**src/rtl/packet_wb_arbiter_pkg.sv**
```systemverilog
// Shared types and constants for the packet writeback arbiter and its round-robin picker.
package packet_wb_arbiter_pkg;

  localparam int unsigned NUM_PE       = 4;
  localparam int unsigned PACKET_W     = 64;
  localparam int unsigned DP_BURST_MAX = 4;
  localparam int unsigned SRC_W        = $clog2(NUM_PE + 1);
  localparam int unsigned PTR_W        = (NUM_PE > 1) ? $clog2(NUM_PE) : 1;
  localparam int unsigned STREAK_W     = $clog2(DP_BURST_MAX + 1);
  localparam int unsigned CNT_W        = 16;

  typedef struct packed {
    logic                valid;
    logic [PACKET_W-1:0] packet;
  } wb_req_t;

  typedef struct packed {
    logic                valid;
    logic [SRC_W-1:0]    src;
    logic [PACKET_W-1:0] packet;
  } wb_out_t;

  typedef enum logic [1:0] {
    ST_RUN   = 2'd0,
    ST_DRAIN = 2'd1,
    ST_DONE  = 2'd2
  } arb_state_e;

  // Source tag of PE idx; tag 0 is reserved for the dispatcher.
  function automatic logic [SRC_W-1:0] pe_src(input logic [PTR_W-1:0] idx);
    return SRC_W'(idx) + SRC_W'(1);
  endfunction

endpackage

```
**src/rtl/packet_wb_arbiter_rr_pick.sv**
```systemverilog
// Combinational round-robin picker: first requester at or above ptr, wrapping.
module packet_wb_arbiter_rr_pick #(
  parameter int unsigned N  = 4,
  parameter int unsigned PW = 2
) (
  input  logic [N-1:0]  req,
  input  logic [PW-1:0] ptr,
  output logic [N-1:0]  gnt,
  output logic [PW-1:0] idx,
  output logic          any
);

  always_comb begin
    int unsigned c;
    logic        found;
    c     = 0;
    found = 1'b0;
    gnt   = '0;
    idx   = '0;
    for (int unsigned i = 0; i < N; i++) begin
      c = (32'(ptr) + i) % N;
      if (!found && req[PW'(c)]) begin
        found        = 1'b1;
        gnt[PW'(c)]  = 1'b1;
        idx          = PW'(c);
      end
    end
  end

  assign any = |req;

endmodule

```
**src/rtl/packet_wb_arbiter.sv**
```systemverilog
// Writeback arbiter: DP priority with starvation guard, round-robin among PEs,
// single registered output slot with valid/ready handshake.
module packet_wb_arbiter
  import packet_wb_arbiter_pkg::*;
(
  input  logic                       clk,
  input  logic                       reset,
  input  logic                       flush,
  input  logic                       drain_req,
  input  logic                       dp_valid,
  input  logic [PACKET_W-1:0]        dp_packet,
  output logic                       dp_ready,
  input  logic [NUM_PE-1:0]          pe_valid,
  input  logic [NUM_PE*PACKET_W-1:0] pe_packet,
  output logic [NUM_PE-1:0]          pe_ready,
  output logic                       out_valid,
  output logic [PACKET_W-1:0]        out_packet,
  output logic [SRC_W-1:0]           out_src,
  input  logic                       out_ready,
  output logic                       drained,
  output logic [CNT_W-1:0]           grant_cnt
);

  arb_state_e            state, state_next;
  wb_out_t               slot;
  wb_req_t               dp_req;
  wb_req_t               pe_req [NUM_PE];
  logic [PTR_W-1:0]      rr_ptr;
  logic [STREAK_W-1:0]   dp_streak;
  logic [NUM_PE-1:0]     pick_gnt;
  logic [PTR_W-1:0]      pick_idx;
  logic                  pe_any;
  logic                  grant_en;
  logic                  dp_win;
  logic                  pe_win;

  always_comb begin
    dp_req = '{valid: dp_valid, packet: dp_packet};
    for (int unsigned i = 0; i < NUM_PE; i++) begin
      pe_req[i] = '{valid: pe_valid[i], packet: pe_packet[i*PACKET_W +: PACKET_W]};
    end
  end

  packet_wb_arbiter_rr_pick #(.N(NUM_PE), .PW(PTR_W)) u_rr_pick (
    .req (pe_valid),
    .ptr (rr_ptr),
    .gnt (pick_gnt),
    .idx (pick_idx),
    .any (pe_any)
  );

  always_ff @(posedge clk or posedge reset) begin
    if (reset) state <= ST_RUN;
    else       state <= state_next;
  end

  // Grant decision and next state; readies held low during reset so no packet is lost.
  always_comb begin
    state_next = state;
    dp_ready   = 1'b0;
    pe_ready   = '0;
    grant_en   = (state == ST_RUN) && !flush && !drain_req && !reset &&
                 (!slot.valid || out_ready);
    dp_win     = grant_en && dp_req.valid &&
                 !(pe_any && (dp_streak == STREAK_W'(DP_BURST_MAX)));
    pe_win     = grant_en && !dp_win && pe_any;
    dp_ready   = dp_win;
    if (pe_win) pe_ready = pick_gnt;
    if (flush) begin
      state_next = ST_RUN;
    end else begin
      case (state)
        ST_RUN:   if (drain_req) state_next = ST_DRAIN;
        ST_DRAIN: if (!slot.valid || out_ready) state_next = ST_DONE;
        ST_DONE:  state_next = ST_DONE;
        default:  state_next = ST_RUN;
      endcase
    end
  end

  always_ff @(posedge clk or posedge reset) begin
    if (reset) begin
      slot <= '0;
    end else if (flush) begin
      slot <= '0;
    end else if (dp_win) begin
      slot <= '{valid: 1'b1, src: '0, packet: dp_req.packet};
    end else if (pe_win) begin
      slot <= '{valid: 1'b1, src: pe_src(pick_idx), packet: pe_req[pick_idx].packet};
    end else if (out_ready) begin
      slot.valid <= 1'b0;
    end
  end

  // Streak only counts DP wins while some PE is actually waiting.
  always_ff @(posedge clk or posedge reset) begin
    if (reset) begin
      dp_streak <= '0;
      rr_ptr    <= '0;
      grant_cnt <= '0;
    end else if (flush) begin
      dp_streak <= '0;
      rr_ptr    <= '0;
      grant_cnt <= '0;
    end else begin
      if (pe_win || !pe_any) begin
        dp_streak <= '0;
      end else if (dp_win && (dp_streak != STREAK_W'(DP_BURST_MAX))) begin
        dp_streak <= dp_streak + STREAK_W'(1);
      end
      if (pe_win) begin
        rr_ptr <= (pick_idx == PTR_W'(NUM_PE - 1)) ? '0 : pick_idx + PTR_W'(1);
      end
      if (dp_win || pe_win) grant_cnt <= grant_cnt + CNT_W'(1);
    end
  end

  assign out_valid  = slot.valid;
  assign out_packet = slot.packet;
  assign out_src    = slot.src;
  assign drained    = (state == ST_DONE);

endmodule
```
**config.mk**
```make
export PLATFORM = sky130hd
export DESIGN_NAME = packet_wb_arbiter
export DESIGN_NICKNAME = d
export VERILOG_FILES = /design/src/rtl/packet_wb_arbiter_pkg.sv /design/src/rtl/packet_wb_arbiter_rr_pick.sv /design/src/rtl/packet_wb_arbiter.sv
export SDC_FILE = /design/constraint.sdc
export NUM_CORES = 1
export LEC_CHECK = 0
export ABC_AREA = 1
export BUFFER_PORTS_ARGS = -buffer_cell sky130_fd_sc_hd__buf_2
export CORE_AREA = 2 2 164 166
export DETAILED_ROUTE_END_ITERATION = 16
export DIE_AREA = 0 0 166 168
export PLACE_DENSITY_LB_ADDON = 0.3
export REMOVE_ABC_BUFFERS = 1
export SYNTH_ARGS = -nofsm -noshare
export SYNTH_HDL_FRONTEND = slang
export SYNTH_HIERARCHICAL = 1
export SYNTH_SLANG_ARGS = --single-unit
```
**constraint.sdc**
```tcl
create_clock -name clk -period 9 [get_ports clk]
set_input_delay 2.25 -clock clk [delete_from_list [all_inputs] [get_ports clk]]
set_output_delay 2.25 -clock clk [all_outputs]
set_load 0.01 [all_outputs]
```
# [Word level (Yosys, flattened, before mapping)]
# Cells that the tools add are included.
# W data, S select, Z words.
[op_classes] n_addsub=7 order_cmp=9 n_eq_ne=7 n_mux=48 bitwise=4 reduce_logical=38
[op_table] cell="$mux W68" n=2
[op_table] cell="$bmux W65 S2" n=1
[op_table] cell="$mux W64" n=2
[op_table] cell="$mux W67" n=1
[op_table] cell="$mux W16" n=2
[op_table] cell="$mux W2" n=10
[op_table] cell="$mux W4" n=5
[op_table] cell="$logic_and A1 B1 Y1" n=17
[op_table] cell="$add A16 B1 Y16 const B" n=1
[op_table] cell="$mux W1" n=13
[op_table] cell="$lt A2 B3 Y1 const B" n=4
[op_table] cell="$or A4 B4 Y4" n=3
[op_table] cell="$logic_not A1 Y1" n=10
[op_table] cell="$mux W3" n=3
[op_table] cell="$ne A3 B3 Y1 const B" n=3
[op_table] cell="$bmux W1 S2" n=4
[op_table] cell="$demux W1 S2" n=4
[op_table] cell="$ge A2 B1 Y1 const B" n=4
[op_table] cell="$pmux W2 S3" n=1
[op_table] cell="$reduce_bool A3 Y1" n=2
[op_table] cell="$add A2 B1 Y2 const B" n=2
[op_table] cell="$add A2 B2 Y2 const B" n=2
[op_table] cell="$eq A2 B2 Y1 const B" n=2
[op_table] cell="$reduce_bool A2 Y1" n=2
[op_table] cell="other kinds (11)" n=13
[word_totals] ff_bits=91 inputBits=330 out_inout_bits=90 wordCells=120

# [Longest topological paths before layout]
[logic_depth] word_depth=19 mapped_depth=19 ltp_nobuf=16

# [Modules after synthesis]
# The synthesis kept the hierarchy.
[modules_own_cells] module="packet_wb_arbiter" n_inst=1 cells_each=1195 area_each_um2=6919.1 seq_area_each_um2=2277.2
[modules_own_cells] module="packet_wb_arbiter_rr_pick" n_inst=1 cells_each=83 area_each_um2=483.0 seq_area_each_um2=0.0

# [Worst setup path after synthesis]
# Ideal clock, no wire load.
[synth_timing] kind="in2out" from="input port reset" to="output port dp_ready" arrival_ns=5.162 required_time_ns=6.750 setup_slack_ns=1.588 stages=6 path_buffers=1 cell_sequence="inv_1 -> nand2_1 -> nor2_4 -> nand2_1 -> inv_1 -> clkbuf_1"
[synth_via] elab_chain_len=5
[synth_lines] element="start, declared" line="packet_wb_arbiter.sv:7" text="input logic reset,"
[synth_lines] element="$logic_not A1 Y1 (no line)"
[synth_lines] element="$logic_and A1 B1 Y1 (2 in series)" line="packet_wb_arbiter.sv:62" text="grant_en = (state == ST_RUN) && !flush && !drain_req && !reset &&"
[synth_lines] element="$logic_and A1 B1 Y1 (2 in series)" line="packet_wb_arbiter.sv:64" text="dp_win = grant_en && dp_req.valid &&"
[synth_lines] element="end, declared" line="packet_wb_arbiter.sv:12" text="output logic dp_ready,"
# Every way passes these cells.

# [Worst setup path after layout]
[layout_timing] from="input port pe_valid[2]" to="output port dp_ready"
[layout_via] elab_chain_len=4
[layout_lines] element="start, declared" line="packet_wb_arbiter.sv:13" text="input logic [NUM_PE-1:0] pe_valid,"
[layout_lines] element="$reduce_or A4 Y1" line="packet_wb_arbiter_rr_pick.sv:30" text="assign any = |req;"
[layout_lines] element="named net pe_any" line="packet_wb_arbiter.sv:32" text="logic pe_any;"
[layout_lines] element="$logic_and A1 B1 Y1" line="packet_wb_arbiter.sv:65" text="!(pe_any && (dp_streak == STREAK_W'(DP_BURST_MAX)));"
[layout_lines] element="$logic_not A1 Y1" line="packet_wb_arbiter.sv:65"
[layout_lines] element="$logic_and A1 B1 Y1" line="packet_wb_arbiter.sv:64"
# The timed path passes the listed nets, and every way through them passes these cells.

==> flow_metrics.py <==
metrics = {
    "drt": {
        "drc": 0,
        "drtPass1Iterations": 7,
        "vias": 9125,
        "drt_iter0_markers": 497,
        "drt-wirelength-per-cell_um": 13.8,
        "vias_per_cell": 4.58,
        "finalWirelength_um": 27500,
        "ant_nets": 0,
    },
    "floorplan": {
        "dieHeight_um": 168,
        "coreArea_um2": 26400,
        "die-area_um2": 27900,
        "num_io_pins": 420,
        "floorplan.rows": 60,
        "die_w_um": 166,
        "start_util_pct": 28.1,
    },
    "placed_design": {
        "place_inst": 1976,
        "port_buffers": 419,
        "place.gp.congestion": 0.895,
        "place_area_um2": 9680,
        "dp_hpwl_um": 20600,
    },
    "logic_synthesis": {
        "synth-async-reset-ratio_pct": 100,
        "ys.flop_type": "dfrtp_1",
        "synth.ff_latch_count": 91,
        "ys_seq_area_share_pct": 30.8,
        "ys_warn_count": 6,
        "synth_xor_area_share_pct": 0.710,
        "synth_top_area_share_pct": 33.9,
        "synth_fa_ha_area_share_pct": 2.03,
        "yosys-top-cells-area": "nand2_1 34%, dfrtp_1 31%, nand3_1 16%",
        "synth_compound_area_share_pct": 2.16,
        "synth.cell_area_um2": 7400,
        "syn_inst": 1278,
        "syn_area_per_cell_um2": 5.79,
        "synthMuxAreaShare_pct": 0,
        "yosysUniqueCellTypes": 31,
        "yosysTopAreaCell": "nand2_1",
        "synth_top_family_by_area": "simple AND/OR/NAND/NOR gates",
        "synth-edff-count": 0,
        "synth-simple-area-share_pct": 54.0,
    },
    "power_and_ir_drop": {
        "p_leak_nw": 6.20,
        "ir_worst_vdd_mv": 0.0768,
        "powerDensity_nw_per_um2": 167,
        "finalPower_mw": 1.67,
    },
    "grt": {
        "grt.total_usage_pct": 19.0,
        "grt_antenna_before_repair": 2,
        "overflow": 0,
        "first_global_vias": 8383,
        "grt_start_max_net_pins": 91,
        "grt_pass1_wl_um": 43100,
    },
    "clocking": {
        "cts_buffers": 9,
        "clk-insertion-delay-late_ns": 0.35,
        "post_cts_resized": 0,
        "cts_root_buf": "clkbuf_16",
        "htreeDepth": 3,
        "cts_hold_buf": 0,
        "tritoncts": "done",
        "clkTransAtPathRegs_ns": 0.06,
        "clock_sink_count": 91,
        "clock_path_buffers": 2,
        "cts_setup_buffers": 0,
    },
    "sta": {
        "hold_viol_final": 0,
        "rsz0062_at_grt": "false",
        "slew_violations": 0,
        "skew_ns": 0.00979,
        "finalCritPeriodShare_pct": 66.6,
        "slew_headroom_pct": 22.0,
        "setup_violations": 0,
        "hold_slack_ns": 0.465,
        "timing.fmax_ghz": 0.167,
        "min_period_ns": 5.99,
        "worst_slew_pin_slew_ns": 1.17,
    },
    "flow_run": {
        "maxCapViolations": 0,
    },
    "worst_hold_path": {
        "min-delay-start": "out_packet[5]",
        "min_path_cells": 2,
        "hold_end": "out_packet[5]",
        "hold_path.class": "reg -> reg",
    },
    "run_status": {
        "run_status": "finished, final reports clean",
    },
    "worst_setup_path": {
        "crit_type": "in -> out",
        "r2r-end": "out_packet[43]",
        "regToRegSetupSlack_ns": 5.14,
        "crit_required_ns": 6.75,
        "cp.arrival_ns": 3.74,
        "crit_path_end_kind": "primary output",
        "crit_fanout": 37,
        "reg2regPathDepth": 17,
        "reg2reg_from": "rr_ptr[0]",
        "startpoint_type": "input pin",
    },
    "cells_and_area": {
        "fin_area_um2": 10000,
        "syn_to_final_growth_pct": 35.3,
        "drive_above_1_share_pct": 28.3,
        "fin_cells": 1994,
        "fin_nets": 1988,
    },
}
==> cell usage in the layout (no fill, tap or decap), types with 5 or more instances in the layout <==
| cell type | count |
|---|---|
| nor2_1 | 35 |
| a21oi_1 | 8 |
| inv_1 | 101 |
| nand3_1 | 239 |
| nand2_1 | 667 |
| buf_4 | 10 |
| clkbuf_16 | 9 |
| buf_2 | 419 |
| ha_1 | 12 |
| a21boi_0 | 5 |
| o21ai_0 | 10 |
| dfrtp_1 | 91 |
==> flip-flops by register name (all words and copies together), names as in the netlist <==
register and flops:
rr_ptr 2, grant_cnt 16, out_packet 64, dp_streak 3, state 2, out_valid 1
out_src 3
==> kinds of logic (layout without fill, tap and decap cells) <==
family	count (synthesis)	count (layout)
and+or+nand+nor	961	961
buffers and inverters	181	554
DFF	91	91
AOI/OAI and AO/OA	27	27
adders and majority gates	12	12
xor gates and xnor gates	6	6
other	0	2
==> cells in the mapped netlist (5+ instances only) <==
cell type	count
dfrtp_1	91
o21ai_0	10
buf_2	26
buf_1	14
a21oi_1	8
nand2_1	668
nor2_1	36
ha_1	12
inv_1	104
a21boi_0	5
nand3_1	240
clkbuf_1	27
==> report_power, final <==
part / internal, mW / switching, mW / leakage (nW)
Clock: 0.258 / 0.163 / 0.159
Sequential: 0.458 / 0.0293 / 1.25
Combinational: 0.267 / 0.494 / 4.79
Total: 0.983 / 0.686 / 6.20
==> per-layer routing <==
metal	vias up	global-route usage, %	part of all wire, %
li1	4699	-	-
met1	4123	23.1	42
met2	278	34.2	50
met3	25	3.95	6.3
met4	0	5.10	1.6
met5	-	0	0
==> worst max path at each step <==
stage | startpoint | endpoint | slack [ns]
after detailed placement | pe_valid[2] | dp_ready | 3.01
after CTS | pe_valid[2] | dp_ready | 3.00
after floorplan | pe_valid[3] | out_packet[0] | -2.13
after global placement | pe_valid[2] | dp_ready | 3.03
final | pe_valid[2] | dp_ready | 3.01
after global routing | reset | pe_ready[3] | 2.86
==> through the flow <==
step                      worst slack [ns]  utilization (%)  setup TNS, ns
final                                 3.01             38.0              0
after global placement                3.03             36.7              0
after CTS                             3.00             38.0              0
after floorplan                      -2.13                -        -138.51
after global routing                  2.86             38.0              0
after detailed placement              3.01             36.7              0
==> layout make-up <==
type                    instances  area (µm²)
diodes                          2        5.00
flip-flops and latches         91        2280
clock buffers                  12         256
well taps                     341         427
clock inverters                 4        72.6
fillers                      2954       16300
inverters                     109         420
multi-input cells            1006        4380
repair buffers                429        2170
==> critical path, stage by stage <==
cell and delay [ns]:
buf_2 0.11, inv_1 0.09, nand4_1 0.29, nand3_1 0.21, nand2_2 0.09, inv_2 0.10, nand2_2 0.05, buf_4 0.27
inv_2 0.11, buf_2 0.13
No activity file was read; power rests on OpenSTA's default activity.
